## src/rtl/seven_segment_control.sv

```systemverilog
// Purpose: eight-digit hex 7-segment driver; per-digit enable blanks unused digits.
// Latency: one clock from inputs to HEX outputs; async reset blanks immediately.
// Backpressure: none; every digit is reloaded on every clock edge.
module seven_segment_control #(
  parameter bit ACTIVE_LOW = 1'b1
) (
  input  logic       clock,
  input  logic       reset,
  input  logic [3:0] in7,
  input  logic [3:0] in6,
  input  logic [3:0] in5,
  input  logic [3:0] in4,
  input  logic [3:0] in3,
  input  logic [3:0] in2,
  input  logic [3:0] in1,
  input  logic [3:0] in0,
  input  logic [7:0] turn_on,
  output logic [6:0] HEX7,
  output logic [6:0] HEX6,
  output logic [6:0] HEX5,
  output logic [6:0] HEX4,
  output logic [6:0] HEX3,
  output logic [6:0] HEX2,
  output logic [6:0] HEX1,
  output logic [6:0] HEX0
);

  // All segments dark in the selected polarity.
  localparam logic [6:0] BLANK = ACTIVE_LOW ? 7'h7F : 7'h00;
  // XOR mask turning the active-low table into the configured polarity.
  localparam logic [6:0] POL_MASK = ACTIVE_LOW ? 7'h00 : 7'h7F;

  // Shared hex decoder, bit order {g,f,e,d,c,b,a}. The table is written
  // active-low; unknown nibbles fall to blank rather than a random glyph.
  function automatic logic [6:0] decode(input logic [3:0] nib);
    logic [6:0] seg_n;
    seg_n = 7'h7F;
    case (nib)
      4'h0: seg_n = 7'h40;
      4'h1: seg_n = 7'h79;
      4'h2: seg_n = 7'h24;
      4'h3: seg_n = 7'h30;
      4'h4: seg_n = 7'h19;
      4'h5: seg_n = 7'h12;
      4'h6: seg_n = 7'h02;
      4'h7: seg_n = 7'h78;
      4'h8: seg_n = 7'h00;
      4'h9: seg_n = 7'h10;
      4'hA: seg_n = 7'h08;
      4'hB: seg_n = 7'h03;
      4'hC: seg_n = 7'h46;
      4'hD: seg_n = 7'h21;
      4'hE: seg_n = 7'h06;
      4'hF: seg_n = 7'h0E;
      default: seg_n = 7'h7F;
    endcase
    return seg_n ^ POL_MASK;
  endfunction

  logic [3:0] nib   [8];
  logic [6:0] hex_d [8];
  logic [6:0] hex_q [8];

  // Gather the digit nibbles into an array indexed by digit position.
  always_comb begin
    nib[7] = in7;
    nib[6] = in6;
    nib[5] = in5;
    nib[4] = in4;
    nib[3] = in3;
    nib[2] = in2;
    nib[1] = in1;
    nib[0] = in0;
  end

  // Next pattern per digit: decoded nibble when enabled, otherwise blank.
  // The enable selects blank even if the nibble itself is unknown.
  always_comb begin
    for (int i = 0; i < 8; i++) begin
      hex_d[i] = BLANK;
      if (turn_on[i]) begin
        hex_d[i] = decode(nib[i]);
      end
    end
  end

  // Output registers; reset blanks all digits without waiting for a clock.
  always_ff @(posedge clock or posedge reset) begin
    if (reset) begin
      for (int i = 0; i < 8; i++) begin
        hex_q[i] <= BLANK;
      end
    end else begin
      for (int i = 0; i < 8; i++) begin
        hex_q[i] <= hex_d[i];
      end
    end
  end

  assign HEX7 = hex_q[7];
  assign HEX6 = hex_q[6];
  assign HEX5 = hex_q[5];
  assign HEX4 = hex_q[4];
  assign HEX3 = hex_q[3];
  assign HEX2 = hex_q[2];
  assign HEX1 = hex_q[1];
  assign HEX0 = hex_q[0];

endmodule

```

## config.mk

```make
export PLATFORM = sky130hd
export DESIGN_NAME = seven_segment_control
export DESIGN_NICKNAME = d
export VERILOG_FILES = /design/src/rtl/seven_segment_control.sv
export SDC_FILE = /design/constraint.sdc
export NUM_CORES = 1
export LEC_CHECK = 0
export BUFFER_PORTS_ARGS = -buffer_cell sky130_fd_sc_hd__buf_2
export CAP_MARGIN = 20
export CORE_ASPECT_RATIO = 1.1
export CORE_MARGIN = 4
export CORE_UTILIZATION = 45
export CTS_BUF_LIST = sky130_fd_sc_hd__clkbuf_4
export DETAILED_ROUTE_END_ITERATION = 8
export GPL_TIMING_DRIVEN = 0
export PLACE_DENSITY = 0.66
export SETUP_SLACK_MARGIN = 0.3
export SLEW_MARGIN = 20
export SYNTH_ARGS = -nofsm -noshare
export SYNTH_HDL_FRONTEND = slang
export SYNTH_SLANG_ARGS = --single-unit
```

## constraint.sdc

```tcl
create_clock -name clock -period 2.3 [get_ports clock]
set_input_delay 0.115 -clock clock [delete_from_list [all_inputs] [get_ports clock]]
set_output_delay 0.115 -clock clock [all_outputs]
set_load 0.005 [all_outputs]
```

==> results.yml <==
sta:
  fin_ws_ps: 489
  min_period_ps: 1810
  relSlewSlack: 0.556
  hold_viol_final: 0
  tightest_slew_ps: 666
  rsz0062_at_grt: "false"
  finalSetupViolCount: 0
  finalCritPeriodShare: 0.787
  fmax_ghz: 0.552
  final.setup.tns_ps: 0
  maxSlewViolCount: 0
power_and_ir_drop:
  powerDensity_mw_per_mm2: 473
  p_leak_nw: 2.13
  p_switching_w: 0.000597
  comb_power_share: 0.239
  clockPowerShare: 0.243
  vdd.ir_drop.worst_mv: 0.219
  swShare: 0.271
  p_int_w: 0.00160
  pwr-share-seq: 0.518
finish:
  syn_to_final_growth_pct: 25.3
  nFillCells: 704
  mostFrequentLayoutCells: "buf_2 (100), dfstp_2 (56), ha_1 (56), nand2_1 (25), dlygate4sd3_1 (25)"
  final_common_cell: "buf_2"
  num_antenna_cells: 0
  nNetsFinal: 579
  drive_gt1_frac: 0.378
  post-route-util: 0.585
routing:
  wire_per_inst_um: 13.3
  vias: 2979
  drcViolationCount: 0
  drt_iter0_drc: 65
  firstDrtPassIters: 4
  routed_wl_um: 7840
  routed_via_density: 5.05
  postRouteAntennaNets: 0
global_routing:
  grt_pass1_wl_um: 12800
  antenna_found_initial: 1
  grt_start_max_net_pins: 57
  track_usage: 0.160
  grt_remaining_overflow: 0
  grt_pass1_vias: 2925
clock_tree:
  cts.repair.resized: 0
  cts-root-buf: "clkbuf_4"
  hold_buffers: 23
  postCtsSetupRepairBufs: 0
  cts_tree: "built"
  htree_levels: 2
  cts_max_path_buffers: 2
  cts.reportedPaths.clkPinSlew_ps: 150
  cts_made_buffers: 5
  cts.sinks: 56
worst_setup_path:
  path_class: "primary input to register"
  cp_slowest_cell: "dlygate4sd3_1"
  cp_max_fo: 5
  cpPeakStageDelay_ps: 570
  start_kind: "primary input"
  arrival_ps: 2120
  worstSetupEndpointType: "register"
  critPathBufInv: 4
  cp_data_required_time_ps: 2610
  cpMostUsedCell: "dlygate4sd3_1"
  crit_family: "buffers and inverters"
  crit_chain: "dlygate4sd3_1 > buf_2 > inv_1 > ha_1 > and2_1 > o21ai_0 > o311ai_1 > dlygate4sd3_1"
die:
  ios: 98
  die-area_mm2: 0.00977
  initial_core_util: 0.467
  core_region_area_mm2: 0.00796
  die_w_um: 94.6
  fp.dieH_um: 103
  rows: 34
synthesis:
  ys_seq_area_frac: 0.396
  synth.avg_cell_area_um2: 10.5
  synth-seq-cells: 56
  synth_nets: 453
  syn_inst: 355
  synth_cell_types: 37
  ys_warn_count: 0
  syn_area_mm2: 0.00371
worst_hold_path:
  hp-class: "primary input to register"
  whs_endpoint: "HEX4[1]$_DFF_PP1_"
  min_from: "in4[0]"
  min_path_cells: 3
place:
  port_buffers: 94
  globalplace.congestion: 0.833
  place_ws_ps: 1130
  place_hpwl_um: 5890
run:
  cap_violations: 0
status:
  status: "finished, final reports clean"
layout make-up:
class / count / area (um2) / share of cell area
well taps: 108 / 135 / 0.0290
clock buffers: 6 / 45.0 / 0.00968
inverters: 21 / 86.3 / 0.0186
clock inverters: 2 / 35.0 / 0.00753
flip-flops and latches: 56 / 1470 / 0.316
repair buffers: 119 / 721 / 0.155
plain buffers: 16 / 113 / 0.0242
multi-input cells: 262 / 2050 / 0.440
state kept, by name, indices dropped and copies added (netlist names):
name / flops
HEX6: 7
HEX1: 7
HEX2: 7
HEX0: 7
HEX5: 7
HEX7: 7
HEX3: 7
HEX4: 7
how the worst max path moves through the flow:
stage,end,slack (ps),startpoint,cells after the start
global placement,HEX2[5]$_DFF_PP1_,650,reset,2
finish,HEX1[5]$_DFF_PP1_,490,in1[1],8
CTS,HEX1[5]$_DFF_PP1_,590,in1[1],8
global route,HEX1[5]$_DFF_PP1_,450,in1[1],8
detailed placement,HEX0[1]$_DFF_PP1_,1130,in0[0],6
floorplan,HEX0[0]$_DFF_PP1_,1190,reset,1
cell usage after synthesis:
master    count  share of area
buf_2         6         0.0081
a31oi_1       9          0.015
mux2_4        1         0.0040
inv_2         2         0.0020
o21ai_1       6         0.0081
nor4bb_1      1         0.0027
mux2_2        2         0.0061
o31ai_1       1         0.0020
nand2b_1     13          0.022
nand2_1      25          0.025
o221ai_2      1         0.0040
nor2b_1      10          0.017
nor2_1       16          0.016
mux2i_1      12          0.032
a21boi_0      3         0.0061
o211a_1       1         0.0027
ha_1         56           0.19
mux2_1        5          0.015
inv_6         1         0.0024
clkbuf_1      1         0.0010
a21boi_1      2         0.0040
and2_1        6          0.010
buf_4         6          0.012
a21o_1        1         0.0020
o221ai_1      2         0.0047
a211oi_1      9          0.018
inv_1        18          0.018
o211ai_2      1         0.0034
nand3b_1      9          0.018
nand3_1      16          0.022
o21ai_0       9          0.012
o311ai_1     12          0.028
buf_6         3         0.0091
a21oi_1       9          0.012
o211ai_1     23          0.046
dfstp_2      56           0.40
o31a_1        1         0.0024
logic make-up (layout without fill, tap and decap cells):
group	count (synthesis)	count (layout)	synth area share
fa+ha+maj	56	56	0.189
simple gates	96	96	0.133
buf+inv	37	164	0.0529
flops	56	56	0.396
mux	20	20	0.0576
compound gates	90	90	0.172
routing by layer:
layer	vias up	track usage	share of wire	wire length (um)
li1	1508	-	-	-
met1	1395	0.186	0.42	3300
met2	63	0.298	0.51	3990
met3	11	0.0347	0.052	409
met4	2	0.0422	0.016	123
met5	-	0	0.0015	12
metrics by stage:
step	hold WS [ps]	cells	power [W]	instance area, um2
3_5_place_dp	325	557	0.00165	4320
6_report	42.0	590	0.00220	4650
3_3_place_gp	326	557	0.00164	4320
5_1_grt	12.8	590	0.00235	4650
2_1_floorplan	154	355	0.00144	3710
4_1_cts	10.8	588	0.00224	4630
power groups by stage:
stage	combinational, W	clock, W	sequential, W
floorplan	0.000268	0	0.00117
global placement	0.000485	0	0.00116
detailed placement	0.000494	0	0.00116
CTS	0.000528	0.000566	0.00114
global route	0.000596	0.000602	0.00115
finish	0.000525	0.000535	0.00114
Note: power is estimated with default switching activity, not from simulation.
